===== src/rtl/eu_pkg.sv =====
// Shared definitions for the eu_logic arbiter slice.
// Holds the logic-unit op codes, the arbiter FSM state encoding and a
// helper that tells whether an op code is one the logic unit implements.
package eu_pkg;

    localparam logic [3:0] OP_NOP = 4'b0000;
    localparam logic [3:0] OP_AND = 4'b1000;
    localparam logic [3:0] OP_OR  = 4'b1001;
    localparam logic [3:0] OP_XOR = 4'b1010;
    localparam logic [3:0] OP_NOT = 4'b1011;

    typedef enum logic [1:0] {
        IDLE = 2'd0,
        EXEC = 2'd1,
        RESP = 2'd2
    } state_t;

    function automatic logic is_logic_op(input logic [3:0] op);
        return (op == OP_AND) || (op == OP_OR) || (op == OP_XOR) || (op == OP_NOT);
    endfunction

endpackage


===== src/rtl/rr_arb2.sv =====
// Two-way round-robin grant logic (purely combinational).
// Ports:
//   req0, req1  : request lines
//   last_grant  : index of the requester granted most recently
//   grant       : one-hot grant, bit N for requester N (all zero if no request)
module rr_arb2 (
    input  logic       req0,
    input  logic       req1,
    input  logic       last_grant,
    output logic [1:0] grant
);

    // On conflict, the requester that was not granted last time wins.
    assign grant[0] = req0 & (~req1 | last_grant);
    assign grant[1] = req1 & (~req0 | ~last_grant);

endmodule


===== src/rtl/eu_logic_arbiter.sv =====
// Shares one external combinational eu_logic unit between two requesters.
// One micro-op is accepted at a time (round-robin on conflict), its
// operands/op code are driven to the unit from registers for one cycle,
// the unit's result is captured, and it is returned on the owner's
// valid/ready response channel.
// Ports:
//   clk, rst_n                       : clock, asynchronous active-low reset
//   reqN_valid/ready/op/a/b          : request channel of requester N
//   rspN_valid/ready/data/err        : response channel of requester N
//   eu_a, eu_b, eu_op_select         : registered drive to eu_logic
//   eu_data_out                      : eu_logic result
//   busy                             : an operation is in flight
module eu_logic_arbiter
    import eu_pkg::*;
#(
    parameter int BUS_WIDTH = 16
) (
    input  logic                 clk,
    input  logic                 rst_n,
    input  logic                 req0_valid,
    output logic                 req0_ready,
    input  logic [3:0]           req0_op,
    input  logic [BUS_WIDTH-1:0] req0_a,
    input  logic [BUS_WIDTH-1:0] req0_b,
    input  logic                 req1_valid,
    output logic                 req1_ready,
    input  logic [3:0]           req1_op,
    input  logic [BUS_WIDTH-1:0] req1_a,
    input  logic [BUS_WIDTH-1:0] req1_b,
    output logic                 rsp0_valid,
    input  logic                 rsp0_ready,
    output logic [BUS_WIDTH-1:0] rsp0_data,
    output logic                 rsp0_err,
    output logic                 rsp1_valid,
    input  logic                 rsp1_ready,
    output logic [BUS_WIDTH-1:0] rsp1_data,
    output logic                 rsp1_err,
    output logic [BUS_WIDTH-1:0] eu_a,
    output logic [BUS_WIDTH-1:0] eu_b,
    output logic [3:0]           eu_op_select,
    input  logic [BUS_WIDTH-1:0] eu_data_out,
    output logic                 busy
);

    state_t               state_reg;
    logic                 owner_reg;
    logic                 last_grant_reg;
    logic [BUS_WIDTH-1:0] eu_a_reg;
    logic [BUS_WIDTH-1:0] eu_b_reg;
    logic [3:0]           eu_op_reg;
    logic [1:0]           rsp_valid_reg;
    logic [1:0]           rsp_err_reg;
    logic [BUS_WIDTH-1:0] rsp_data_reg [2];

    logic [1:0]           grant;
    logic [1:0]           rsp_ready_vec;

    rr_arb2 u_arb (
        .req0       (req0_valid),
        .req1       (req1_valid),
        .last_grant (last_grant_reg),
        .grant      (grant)
    );

    // Grants are only offered while idle; the arbiter already gates on valid.
    assign req0_ready    = (state_reg == IDLE) & grant[0];
    assign req1_ready    = (state_reg == IDLE) & grant[1];
    assign rsp_ready_vec = {rsp1_ready, rsp0_ready};

    always_ff @(posedge clk or negedge rst_n) begin
        if (!rst_n) begin
            state_reg       <= IDLE;
            owner_reg       <= 1'b0;
            last_grant_reg  <= 1'b1;
            eu_a_reg        <= '0;
            eu_b_reg        <= '0;
            eu_op_reg       <= OP_NOP;
            rsp_valid_reg   <= 2'b00;
            rsp_err_reg     <= 2'b00;
            rsp_data_reg[0] <= '0;
            rsp_data_reg[1] <= '0;
        end else begin
            case (state_reg)
                IDLE: begin
                    if (req0_ready || req1_ready) begin
                        owner_reg      <= req1_ready;
                        last_grant_reg <= req1_ready;
                        eu_a_reg       <= req1_ready ? req1_a  : req0_a;
                        eu_b_reg       <= req1_ready ? req1_b  : req0_b;
                        eu_op_reg      <= req1_ready ? req1_op : req0_op;
                        state_reg      <= EXEC;
                    end else begin
                        eu_op_reg <= OP_NOP;
                    end
                end
                EXEC: begin
                    // Illegal codes never forward whatever the unit produced.
                    rsp_valid_reg[owner_reg] <= 1'b1;
                    rsp_err_reg[owner_reg]   <= ~is_logic_op(eu_op_reg);
                    rsp_data_reg[owner_reg]  <= is_logic_op(eu_op_reg) ? eu_data_out : '0;
                    state_reg                <= RESP;
                end
                RESP: begin
                    // Only the owner's ready can retire the response.
                    if (rsp_ready_vec[owner_reg]) begin
                        rsp_valid_reg[owner_reg] <= 1'b0;
                        eu_op_reg                <= OP_NOP;
                        state_reg                <= IDLE;
                    end
                end
                default: state_reg <= IDLE;
            endcase
        end
    end

    assign eu_a         = eu_a_reg;
    assign eu_b         = eu_b_reg;
    assign eu_op_select = eu_op_reg;
    assign rsp0_valid   = rsp_valid_reg[0];
    assign rsp1_valid   = rsp_valid_reg[1];
    assign rsp0_err     = rsp_err_reg[0];
    assign rsp1_err     = rsp_err_reg[1];
    assign rsp0_data    = rsp_data_reg[0];
    assign rsp1_data    = rsp_data_reg[1];
    assign busy         = (state_reg != IDLE);

endmodule


===== config.mk =====
export PLATFORM = sky130hd
export DESIGN_NAME = eu_logic_arbiter
export DESIGN_NICKNAME = d
export VERILOG_FILES = /design/src/rtl/eu_pkg.sv /design/src/rtl/rr_arb2.sv /design/src/rtl/eu_logic_arbiter.sv
export SDC_FILE = /design/constraint.sdc
export NUM_CORES = 1
export LEC_CHECK = 0
export BUFFER_PORTS_ARGS = -buffer_cell sky130_fd_sc_hd__buf_4
export CAP_MARGIN = 25
export CORE_ASPECT_RATIO = 1.25
export CORE_MARGIN = 5
export CORE_UTILIZATION = 42
export DETAILED_ROUTE_END_ITERATION = 6
export PLACE_DENSITY = 0.8
export SYNTH_ARGS = -nofsm -noshare
export SYNTH_HDL_FRONTEND = slang
export SYNTH_SLANG_ARGS = --single-unit

===== constraint.sdc =====
create_clock -name clk -period 1.71 [get_ports clk]
set_clock_uncertainty 0.15 [all_clocks]
set_input_delay 0.4275 -clock clk [delete_from_list [all_inputs] [get_ports clk]]
set_output_delay 0.4275 -clock clk [all_outputs]
set_load 0.01 [all_outputs]

==> results of run 1 <==
==> cells by family after synthesis <==
group                  after synthesis  share of synthesized area, %
DFF                                 76                          54.5
and+or+nand+nor                    125                          16.7
muxes                                5                          1.43
AOI/OAI and AO/OA                   81                          16.8
buffers and inverters               72                          10.5
==> critical path, stage by stage (launching register included) <==
cell and delay (ps):
dfstp_2 580, a21boi_4 60, and2_4 160, buf_6 110
==> final timing paths <==
kind                           startpoint              end  depth (start not counted)
max                        last_grant_reg       req1_ready                          3
min                             req1_b[8]          eu_b[8]                          3
max reg2reg                  state_reg[0]     rsp0_data[7]                          5
min reg2reg                  rsp0_data[1]     rsp0_data[1]                          2
max in group asynchronous           rst_n          eu_a[3]                          3
min in group asynchronous           rst_n  eu_op_select[1]                          2
==> per-stage QoR <==
| stage | cells | hold slack [ps] | utilization, % | setup TNS, ps | power (W) |
|---|---|---|---|---|---|
| 2_1_floorplan | 359 | -18.1 | - | 0 | 0.00543 |
| 3_3_place_gp | 607 | 123 | 59.2 | 0 | 0.00720 |
| 3_5_place_dp | 607 | 127 | 59.2 | -16.1 | 0.00735 |
| 4_1_cts | 628 | 129 | 62.5 | -504 | 0.00898 |
| 5_1_grt | 629 | 138 | 62.7 | -611 | 0.00957 |
| 6_report | 629 | 150 | 62.7 | -385 | 0.00890 |
==> layer usage <==
metal | vias up | share of wire [%]
met5 | - | 0
met2 | 128 | 50
met1 | 1551 | 40
met3 | 5 | 8.6
met4 | 0 | 0.76
li1 | 1586 | -
==> power by group through the flow <==
stage | combinational, W | sequential, W | clock, W
after floorplan | 0.00209 | 0.00334 | 0
after global placement | 0.00414 | 0.00305 | 0
after detailed placement | 0.00425 | 0.00310 | 0
after CTS | 0.00434 | 0.00307 | 0.00157
after global routing | 0.00477 | 0.00316 | 0.00164
final | 0.00432 | 0.00306 | 0.00153
==> area by class of cell <==
cell class                      instances  area share [%]
Tap cell                               97            2.36
Inverter                               40            3.02
Multi-Input combinational cell        211            24.2
Timing Repair Buffer                  189            29.0
Clock inverter                          7            1.97
Clock buffer                            9            2.41
Sequential cell                        76            37.0
==> what timing repair did <==
action,4_1_cts,5_1_grt
setup endpoints to repair,3,3
pin swaps,3,1
hold buffers,1,0
endpoints found under the hold margin,9,0
gates resized for setup,4,2
setup buffers,4,1
==> cell usage in the layout, fill, tap and decap left out, drive strengths merged <==
| cell | count |
|---|---|
| dfrtp | 75 |
| bufinv | 2 |
| clkinvlp | 2 |
| o22ai | 4 |
| a21oi | 5 |
| buf | 188 |
| a31oi | 1 |
| nand2b | 1 |
| clkbuf | 9 |
| and2 | 1 |
| dfstp | 1 |
| o21ai | 36 |
| nor2b | 1 |
| nand3 | 65 |
| nand3b | 1 |
| nor2 | 1 |
| dlygate4sd3 | 1 |
| a21o | 2 |
| nand2 | 53 |
| mux2i | 5 |
| clkinv | 3 |
| or3b | 1 |
| a21boi | 1 |
| inv | 40 |
| or2 | 1 |
| o221ai | 32 |
==> impl_metrics.prom, run 1 <==
# TYPE chip_impl_metric gauge
chip_impl_info{name="run_status",value="finished with violations"} 1
chip_impl_info{name="failing_checks",value="setup timing"} 1
chip_impl_metric{name="synth_edf_count",unit=""} 0
chip_impl_metric{name="drtIter0Drc",unit=""} 205
chip_impl_metric{name="timing.slew.headroom",unit="%"} 72.7
chip_impl_metric{name="synth-warning-count",unit=""} 0
chip_impl_metric{name="ys_ff_latch",unit=""} 76
chip_impl_info{name="setup.worst_path.start_class",value="register"} 1
chip_impl_metric{name="met1_track_usage_gr",unit="%"} 24.2
chip_impl_info{name="synthDominantAreaCellType",value="dfrtp_1"} 1
chip_impl_metric{name="tritoncts.num_buffers",unit=""} 9
chip_impl_metric{name="setup_ws",unit="ps"} -133
chip_impl_metric{name="cts.clk_slew.worst_paths",unit="ps"} 80
chip_impl_metric{name="die_height",unit="µm"} 112
chip_impl_metric{name="worst-endpoint-required",unit="ps"} 1130
chip_impl_metric{name="floorplan.initialDensity",unit="%"} 42.6
chip_impl_metric{name="timing_hold_violations_final",unit=""} 0
chip_impl_metric{name="p_sw",unit="W"} 0.00342
chip_impl_metric{name="groute.usage.overall",unit="%"} 20.0
chip_impl_info{name="kind_of_end_point_of_the_critical_path",value="output port"} 1
chip_impl_metric{name="route.detailed.vias_per_inst",unit=""} 5.20
chip_impl_metric{name="placedInstanceArea",unit="µm²"} 4850
chip_impl_metric{name="first_pass_grt_wire_length",unit="mm"} 16.5
chip_impl_metric{name="die_area",unit="µm²"} 10200
chip_impl_metric{name="arrival_time_at_the_worst_endpoint",unit="ps"} 1270
chip_impl_metric{name="routedWlPerCell",unit="µm"} 15.9
chip_impl_metric{name="power.ir.vdd_worst",unit="mV"} 0.974
chip_impl_metric{name="drt_first_pass_iters",unit=""} 4
chip_impl_metric{name="yosys.cell_types.count",unit=""} 29
chip_impl_metric{name="fin_nets",unit=""} 621
chip_impl_metric{name="final_setup_violation_count",unit=""} 3
chip_impl_metric{name="syn_nets",unit=""} 453
chip_impl_metric{name="max-cap-violations",unit=""} 0
chip_impl_metric{name="rows",unit=""} 37
chip_impl_metric{name="global_route.usage.met3",unit="%"} 6.62
chip_impl_metric{name="placement_setup_slack",unit="ps"} -15.5
chip_impl_metric{name="areaGrowthSynthToFinish",unit="%"} 47.2
chip_impl_info{name="gr-max-usage-layer",value="met2"} 1
chip_impl_info{name="synth_common_cells",value="dfrtp_1, nand3_1, nand2_1"} 1
chip_impl_metric{name="route.vias.total",unit=""} 3270
chip_impl_metric{name="period_utilization",unit="%"} 108
chip_impl_metric{name="die-width",unit="µm"} 91.5
chip_impl_metric{name="fillers",unit=""} 706
chip_impl_metric{name="leakage",unit="nW"} 2.56
chip_impl_metric{name="cts.htree.levels",unit=""} 3
chip_impl_metric{name="clkPwrFrac",unit="%"} 17.1
chip_impl_metric{name="clock_sinks",unit=""} 76
chip_impl_metric{name="antenna_cells_inserted",unit=""} 0
chip_impl_info{name="holdCritPathClass",value="in2reg"} 1
chip_impl_metric{name="ant_nets",unit=""} 0
chip_impl_metric{name="core-area",unit="µm²"} 8190
chip_impl_info{name="cts_tree",value="built"} 1
chip_impl_metric{name="register_area",unit="µm²"} 1900
chip_impl_metric{name="drcViolationCount",unit=""} 0
chip_impl_metric{name="seq_area_frac_synth",unit="%"} 54.5
chip_impl_metric{name="pin_count_of_the_biggest_net_entering_global_routing",unit=""} 48
chip_impl_metric{name="report.final.slew_viol_count",unit=""} 0
chip_impl_metric{name="io_pins",unit=""} 169
chip_impl_metric{name="synthCells",unit=""} 359
chip_impl_info{name="timing_worst_setup_path_type",value="reg2out"} 1
chip_impl_metric{name="globalRouteOverflowTotal",unit=""} 0
chip_impl_metric{name="multi_input_comb_area",unit="µm²"} 1240
chip_impl_metric{name="postLayoutCellArea",unit="µm²"} 5140
chip_impl_metric{name="io_buffers",unit=""} 168
chip_impl_metric{name="grt_antenna_before_repair",unit=""} 0
chip_impl_metric{name="worstSkewPairLatency",unit="ps"} 350
chip_impl_info{name="yosysMostFrequentCell",value="dfrtp_1"} 1
chip_impl_metric{name="worst-slew-pin-transition",unit="ps"} 408
chip_impl_metric{name="power.share.sequential",unit="%"} 34.4
chip_impl_info{name="clock-root-buffer",value="clkbuf_8"} 1
chip_impl_metric{name="globalplace.congestion",unit=""} 0.765
chip_impl_metric{name="first_global_vias",unit=""} 3313
chip_impl_metric{name="pwr-share-comb",unit="%"} 48.5
chip_impl_metric{name="asyncSetResetFlopFracSynth",unit="%"} 100
chip_impl_metric{name="cts-root-to-sink-buffers",unit=""} 2
chip_impl_metric{name="time_the_worst_path_needs_with_i_o_delays_and_setup",unit="ps"} 1840
chip_impl_metric{name="power_switching_share",unit="%"} 38.5
chip_impl_metric{name="drive_gt1_share",unit="%"} 42.3
chip_impl_metric{name="reg2reg_slack",unit="ps"} 120
chip_impl_metric{name="highest_achievable_clock_rate",unit="GHz"} 0.543
chip_impl_metric{name="synthesis.area",unit="µm²"} 3490
chip_impl_metric{name="powerDensity",unit="nW/µm²"} 1730
chip_impl_metric{name="post_synth.cell_area_avg",unit="µm²"} 9.72
chip_impl_info{name="synth.top_cells.by_area",value="dfrtp_1, nand3_1, o221ai_1"} 1
chip_impl_metric{name="grt.met2_usage",unit="%"} 33.2
chip_impl_metric{name="synth.top_cell.area_share",unit="%"} 53.8
chip_impl_info{name="synthFlopType",value="dfrtp_1"} 1
chip_impl_info{name="unrepaired_setup_endpoints_after_global_routing",value="yes"} 1
chip_impl_metric{name="critical_path.max_fanout",unit=""} 3
chip_impl_metric{name="cell_internal_pwr",unit="W"} 0.00548
chip_impl_metric{name="drt_wl_total",unit="mm"} 10.0
chip_impl_metric{name="place.detailed.hpwl",unit="mm"} 7.44
(Power assumes the default switching activity.)
==> run 2: changes to the inputs <==
--- a/config.mk
+++ b/config.mk
@@ -7,7 +7,6 @@
 export LEC_CHECK = 0
 export BUFFER_PORTS_ARGS = -buffer_cell sky130_fd_sc_hd__buf_4
 export CAP_MARGIN = 25
-export CORE_ASPECT_RATIO = 1.25
 export CORE_MARGIN = 5
 export CORE_UTILIZATION = 42
 export DETAILED_ROUTE_END_ITERATION = 6
==> impl_metrics.prom, run 2 (synthesis gave the netlist of run 1 again) <==
# TYPE chip_impl_metric gauge
chip_impl_metric{name="routedWlPerCell",unit="µm"} 15.6
chip_impl_metric{name="power.ir.vdd_worst",unit="mV"} 1.03
chip_impl_metric{name="first_pass_grt_wire_length",unit="mm"} 16.2
chip_impl_metric{name="reg2reg_slack",unit="ps"} 100
chip_impl_metric{name="drcViolationCount",unit=""} 0
chip_impl_info{name="cts_tree",value="built"} 1
chip_impl_info{name="failing_checks",value="setup timing"} 1
chip_impl_info{name="holdCritPathClass",value="in2reg"} 1
chip_impl_metric{name="time_the_worst_path_needs_with_i_o_delays_and_setup",unit="ps"} 1830
chip_impl_info{name="unrepaired_setup_endpoints_after_global_routing",value="yes"} 1
chip_impl_metric{name="finish.cell_count_without_fillers",unit=""} 640
chip_impl_info{name="setup.worst_path.start_class",value="register"} 1
chip_impl_metric{name="pin_count_of_the_biggest_net_entering_global_routing",unit=""} 77
chip_impl_metric{name="die_area",unit="µm²"} 10200
chip_impl_metric{name="clock_sinks",unit=""} 76
chip_impl_metric{name="leakage",unit="nW"} 2.60
chip_impl_metric{name="timing.slew.headroom",unit="%"} 71.9
chip_impl_metric{name="floorplan.initialDensity",unit="%"} 42.7
chip_impl_metric{name="drt_first_pass_iters",unit=""} 4
chip_impl_metric{name="areaGrowthSynthToFinish",unit="%"} 49.3
chip_impl_metric{name="cts.htree.levels",unit=""} 3
chip_impl_info{name="kind_of_end_point_of_the_critical_path",value="output port"} 1
chip_impl_metric{name="tritoncts.num_buffers",unit=""} 9
chip_impl_metric{name="drtIter0Drc",unit=""} 97
chip_impl_metric{name="fin_nets",unit=""} 624
chip_impl_metric{name="grt.met2_usage",unit="%"} 32.0
chip_impl_metric{name="drt_wl_total",unit="mm"} 10.0
chip_impl_metric{name="worst-endpoint-required",unit="ps"} 1130
chip_impl_metric{name="route.vias.total",unit=""} 3320
chip_impl_metric{name="globalRouteOverflowTotal",unit=""} 0
chip_impl_metric{name="final_setup_violation_count",unit=""} 3
chip_impl_metric{name="grt_antenna_before_repair",unit=""} 0
chip_impl_info{name="gr-max-usage-layer",value="met2"} 1
chip_impl_metric{name="worst-slew-pin-transition",unit="ps"} 422
chip_impl_metric{name="max-cap-violations",unit=""} 0
chip_impl_metric{name="report.final.slew_viol_count",unit=""} 0
chip_impl_metric{name="drive_gt1_share",unit="%"} 42.8
chip_impl_metric{name="total_power",unit="W"} 0.00914
chip_impl_metric{name="met1_track_usage_gr",unit="%"} 25.0
chip_impl_metric{name="arrival_time_at_the_worst_endpoint",unit="ps"} 1260
chip_impl_metric{name="io_pins",unit=""} 169
chip_impl_metric{name="die_height",unit="µm"} 101
chip_impl_metric{name="first_global_vias",unit=""} 3417
chip_impl_metric{name="place.detailed.hpwl",unit="mm"} 6.96
chip_impl_info{name="clock-root-buffer",value="clkbuf_8"} 1
chip_impl_metric{name="cts.clk_slew.worst_paths",unit="ps"} 80
chip_impl_metric{name="ant_nets",unit=""} 0
chip_impl_metric{name="global_route.usage.met3",unit="%"} 6.13
chip_impl_metric{name="rows",unit=""} 33
chip_impl_metric{name="die-width",unit="µm"} 101
chip_impl_info{name="layout_common_cells",value="buf_4, dfrtp_1, nand3_1, nand2_1, inv_1"} 1
chip_impl_info{name="run_status",value="finished with violations"} 1
chip_impl_metric{name="cts-root-to-sink-buffers",unit=""} 2
chip_impl_metric{name="timing_hold_violations_final",unit=""} 0
chip_impl_metric{name="period_utilization",unit="%"} 107
chip_impl_metric{name="critical_path.max_fanout",unit=""} 5
chip_impl_metric{name="powerDensity",unit="nW/µm²"} 1750
chip_impl_metric{name="core-area",unit="µm²"} 8180
chip_impl_metric{name="route.detailed.vias_per_inst",unit=""} 5.19
chip_impl_metric{name="setup_ws",unit="ps"} -123
chip_impl_metric{name="antenna_cells_inserted",unit=""} 0
chip_impl_info{name="timing_worst_setup_path_type",value="reg2out"} 1
chip_impl_metric{name="placed_cells",unit=""} 613
chip_impl_metric{name="io_buffers",unit=""} 168
chip_impl_info{name="layout.cells.most_common",value="buf_4"} 1
chip_impl_metric{name="globalplace.congestion",unit=""} 0.813
chip_impl_metric{name="highest_achievable_clock_rate",unit="GHz"} 0.546
chip_impl_metric{name="groute.usage.overall",unit="%"} 19.7
chip_impl_metric{name="worstSkewPairLatency",unit="ps"} 330
-- run 2: cell count changes in the layout (fill, tap and decap cells not counted), sizes merged --
cell	delta
bufinv	-1
buf	+1
bufbuf	+2
clkbuf	+1
clkinv	-2
inv	+2
-- run 2: final timing paths --
kind,startpoint,endpoint,cells after the start
hold / removal,req1_a[11],eu_a[11],3
setup / recovery,state_reg[0],req0_ready,4
hold reg to reg,rsp_err_reg[1],rsp_err_reg[1],2
setup reg to reg,state_reg[0],eu_a[6],6
min in group asynchronous,rst_n,rsp1_data[14],3
max in group asynchronous,rst_n,last_grant_reg,3
-- run 2: timing repair --
item | CTS | global route
endpoints found under the setup margin | 3 | 16
buffers inserted | 7 | 1
hold endpoints to repair | 75 | 0
gates cloned | 2 | 0
pin swaps | 3 | 0
hold buffers | 1 | 0
gates resized for setup | 6 | 3
-- run 2: stage by stage --
stage / util [%] / setup slack, ps / hold slack [ps] / area (µm²) / setup TNS [ps]
after floorplan: - / 0.00400 / -18.1 / 3490 / 0
after global placement: 59.2 / 45.4 / 314 / 4840 / 0
after detailed placement: 59.2 / -6.50 / 320 / 4840 / -6.50
after CTS: 63.5 / -162 / 146 / 5190 / -421
after global routing: 63.8 / -223 / 149 / 5210 / -585
final: 63.8 / -123 / 169 / 5210 / -321
-- run 2: per-layer routing --
layer  vias to the layer above  part of all wire [%]
li1                       1587                     -
met1                      1561                    42
met2                       156                    47
met3                        16                   9.3
met4                         0                   1.7
met5                         -                     0
-- run 2: layout make-up --
| class | count | area, µm² |
|---|---|---|
| multi-input cells | 211 | 1240 |
| fillers | 684 | 2960 |
| clock inverters | 6 | 71.3 |
| inverters | 40 | 155 |
| well taps | 105 | 131 |
| clock buffers | 10 | 138 |
| repair buffers | 192 | 1570 |
| flip-flops and latches | 76 | 1900 |
-- run 2: report_power, final --
part           internal, W  switching, W
sequential         0.00257      0.000472
clock             0.000727      0.000677
combinational      0.00235       0.00234
total              0.00565       0.00349
-- run 2: critical path, stage by stage (launching register included) --
cell,delay [ps]
dfrtp_1,410
nor2_4,210
nand2_2,80
a21oi_2,100
buf_4,120
==> run 3: changes to the inputs <==
--- a/config.mk
+++ b/config.mk
@@ -14,3 +14,4 @@
 export SYNTH_ARGS = -nofsm -noshare
 export SYNTH_HDL_FRONTEND = slang
 export SYNTH_SLANG_ARGS = --single-unit
+export TNS_END_PERCENT = 5
==> impl_metrics.prom, run 3 (synthesis gave the netlist of run 1 again) <==
# TYPE chip_impl_metric gauge
chip_impl_info{name="run_status",value="finished with violations"} 1
chip_impl_info{name="failing_checks",value="setup timing"} 1
chip_impl_info{name="crit_slowest_cell",value="dfrtp_1"} 1
chip_impl_metric{name="first_global_vias",unit=""} 3417
chip_impl_metric{name="ant_nets",unit=""} 0
chip_impl_metric{name="groute.usage.overall",unit="%"} 19.7
chip_impl_metric{name="globalRouteOverflowTotal",unit=""} 0
chip_impl_metric{name="max-cap-violations",unit=""} 0
chip_impl_metric{name="tritoncts.num_buffers",unit=""} 9
chip_impl_metric{name="antenna_cells_inserted",unit=""} 0
chip_impl_info{name="setup.worst_path.start_class",value="register"} 1
chip_impl_metric{name="worstSkewPairLatency",unit="ps"} 330
chip_impl_metric{name="worst-endpoint-required",unit="ps"} 1130
chip_impl_metric{name="totalNegativeSetupSlack",unit="ps"} -339
chip_impl_metric{name="cts-root-to-sink-buffers",unit=""} 2
chip_impl_metric{name="route.detailed.vias_per_inst",unit=""} 5.15
chip_impl_metric{name="drt_wl_total",unit="mm"} 9.98
chip_impl_metric{name="leakage",unit="nW"} 2.60
chip_impl_info{name="layout.cells.most_common",value="buf_4"} 1
chip_impl_metric{name="first_pass_grt_wire_length",unit="mm"} 16.2
chip_impl_info{name="timing_worst_setup_path_type",value="reg2out"} 1
chip_impl_metric{name="routedWlPerCell",unit="µm"} 15.6
chip_impl_info{name="kind_of_end_point_of_the_critical_path",value="output port"} 1
chip_impl_metric{name="period_utilization",unit="%"} 108
chip_impl_metric{name="route.vias.total",unit=""} 3291
chip_impl_metric{name="globalplace.congestion",unit=""} 0.813
chip_impl_metric{name="highest_achievable_clock_rate",unit="GHz"} 0.543
chip_impl_info{name="kind_of_cell_adding_the_most_delay_to_the_critical_path",value="flip-flops"} 1
chip_impl_metric{name="io_pins",unit=""} 169
chip_impl_metric{name="die_area",unit="µm²"} 10200
chip_impl_info{name="holdCritPathClass",value="in2reg"} 1
chip_impl_metric{name="floorplan.initialDensity",unit="%"} 42.7
chip_impl_metric{name="timing_hold_violations_final",unit=""} 0
chip_impl_metric{name="drtIter0Drc",unit=""} 92
chip_impl_metric{name="time_the_worst_path_needs_with_i_o_delays_and_setup",unit="ps"} 1840
chip_impl_metric{name="worst-slew-pin-transition",unit="ps"} 415
chip_impl_metric{name="clock_sinks",unit=""} 76
chip_impl_metric{name="powerDensity",unit="nW/µm²"} 1750
chip_impl_metric{name="fillers",unit=""} 683
chip_impl_metric{name="cp_num_buf_inv",unit=""} 1
chip_impl_metric{name="fin_nets",unit=""} 623
chip_impl_metric{name="drt_first_pass_iters",unit=""} 4
chip_impl_metric{name="die_height",unit="µm"} 101
chip_impl_metric{name="cts.clk_slew.worst_paths",unit="ps"} 90
chip_impl_metric{name="final_setup_violation_count",unit=""} 3
chip_impl_metric{name="critical_path.max_fanout",unit=""} 5
chip_impl_metric{name="io_buffers",unit=""} 168
chip_impl_info{name="unrepaired_setup_endpoints_after_global_routing",value="yes"} 1
chip_impl_metric{name="core-area",unit="µm²"} 8180
chip_impl_info{name="layout_common_cells",value="buf_4, dfrtp_1, nand3_1, nand2_1, inv_1"} 1
chip_impl_metric{name="drive_gt1_share",unit="%"} 42.9
chip_impl_metric{name="die-width",unit="µm"} 101
chip_impl_metric{name="drcViolationCount",unit=""} 0
chip_impl_metric{name="post-route-util",unit="%"} 63.7
chip_impl_metric{name="pin_count_of_the_biggest_net_entering_global_routing",unit=""} 77
chip_impl_metric{name="setup_ws",unit="ps"} -132
chip_impl_metric{name="grt_antenna_before_repair",unit=""} 0
chip_impl_metric{name="report.final.slew_viol_count",unit=""} 0
chip_impl_metric{name="areaGrowthSynthToFinish",unit="%"} 49.3
chip_impl_info{name="cts_tree",value="built"} 1
chip_impl_metric{name="cts.htree.levels",unit=""} 3
chip_impl_metric{name="arrival_time_at_the_worst_endpoint",unit="ps"} 1260
chip_impl_metric{name="place.detailed.hpwl",unit="mm"} 6.96
chip_impl_metric{name="timing.slew.headroom",unit="%"} 72.4
chip_impl_info{name="crit_path_cell_trace",value="nor2_4 -> nand2_2 -> a21oi_2 -> buf_4"} 1
chip_impl_metric{name="power.ir.vdd_worst",unit="mV"} 1.02
chip_impl_metric{name="rows",unit=""} 33
chip_impl_info{name="clock-root-buffer",value="clkbuf_8"} 1
chip_impl_metric{name="cp_slowest_stage_delay",unit="ps"} 420
==> run 3: repair_timing <==
| item | in CTS | in global routing |
|---|---|---|
| setup buffers | 7 | 0 |
| endpoints found under the setup margin | 3 | 16 |
| pin swaps | 3 | 0 |
| resized for setup | 6 | 4 |
| hold buffers | 1 | 0 |
| endpoints found under the hold margin | 75 | 0 |
| cloned | 2 | 0 |
==> run 3: worst paths after layout <==
path	from	cells past startpoint	endpoint	slack, ps
worst max-delay path	state_reg[0]	4	req0_ready	-130
worst min-delay path	req1_b[10]	3	eu_b[10]	170
worst max register to register	state_reg[0]	6	eu_a[6]	90
worst min register to register	rsp_err_reg[1]	2	rsp_err_reg[1]	330
max in group asynchronous	rst_n	3	last_grant_reg	550
min in group asynchronous	rst_n	3	rsp1_data[14]	480
==> run 3: per-stage QoR <==
step / total power (W) / setup slack, ps / std cells / hold slack, ps / cell area (µm²)
CTS: 0.00917 / -162 / 639 / 146 / 5190
global placement: 0.00717 / 45.4 / 613 / 314 / 4840
detailed placement: 0.00730 / -6.50 / 613 / 320 / 4840
finish: 0.00913 / -132 / 639 / 168 / 5210
global route: 0.00981 / -233 / 639 / 149 / 5210
floorplan: 0.00543 / 0.00400 / 359 / -18.1 / 3490
==> run 3: final cells by class <==
cell class / instances / area (µm²) / share of cell area (%)
clock inverters: 6 / 71.3 / 1.37
multi-input cells: 211 / 1250 / 24.0
clock buffers: 10 / 138 / 2.64
repair buffers: 191 / 1560 / 30.0
inverters: 40 / 155 / 2.98
well taps: 105 / 131 / 2.52
flip-flops and latches: 76 / 1900 / 36.5
==> run 3: worst min-delay path, stage by stage <==
cell and delay, ps:
buf_4 80, nand3_1 50, o221ai_1 60
==> run 3: routing by layer <==
metal  global-route usage [%]  share of wire [%]  up-vias
li1                         -                  -     1584
met1                     25.0                 41     1539
met2                     32.0                 47      151
met3                     6.13                9.3       17
met4                     6.75                1.8        0
met5                        0                  0        -
==> run 3: where the power goes <==
part	internal [W]	total, W	switching (W)
clock network	0.000727	0.00141	0.000680
logic	0.00235	0.00468	0.00234
registers	0.00257	0.00304	0.000472
total	0.00564	0.00913	0.00349
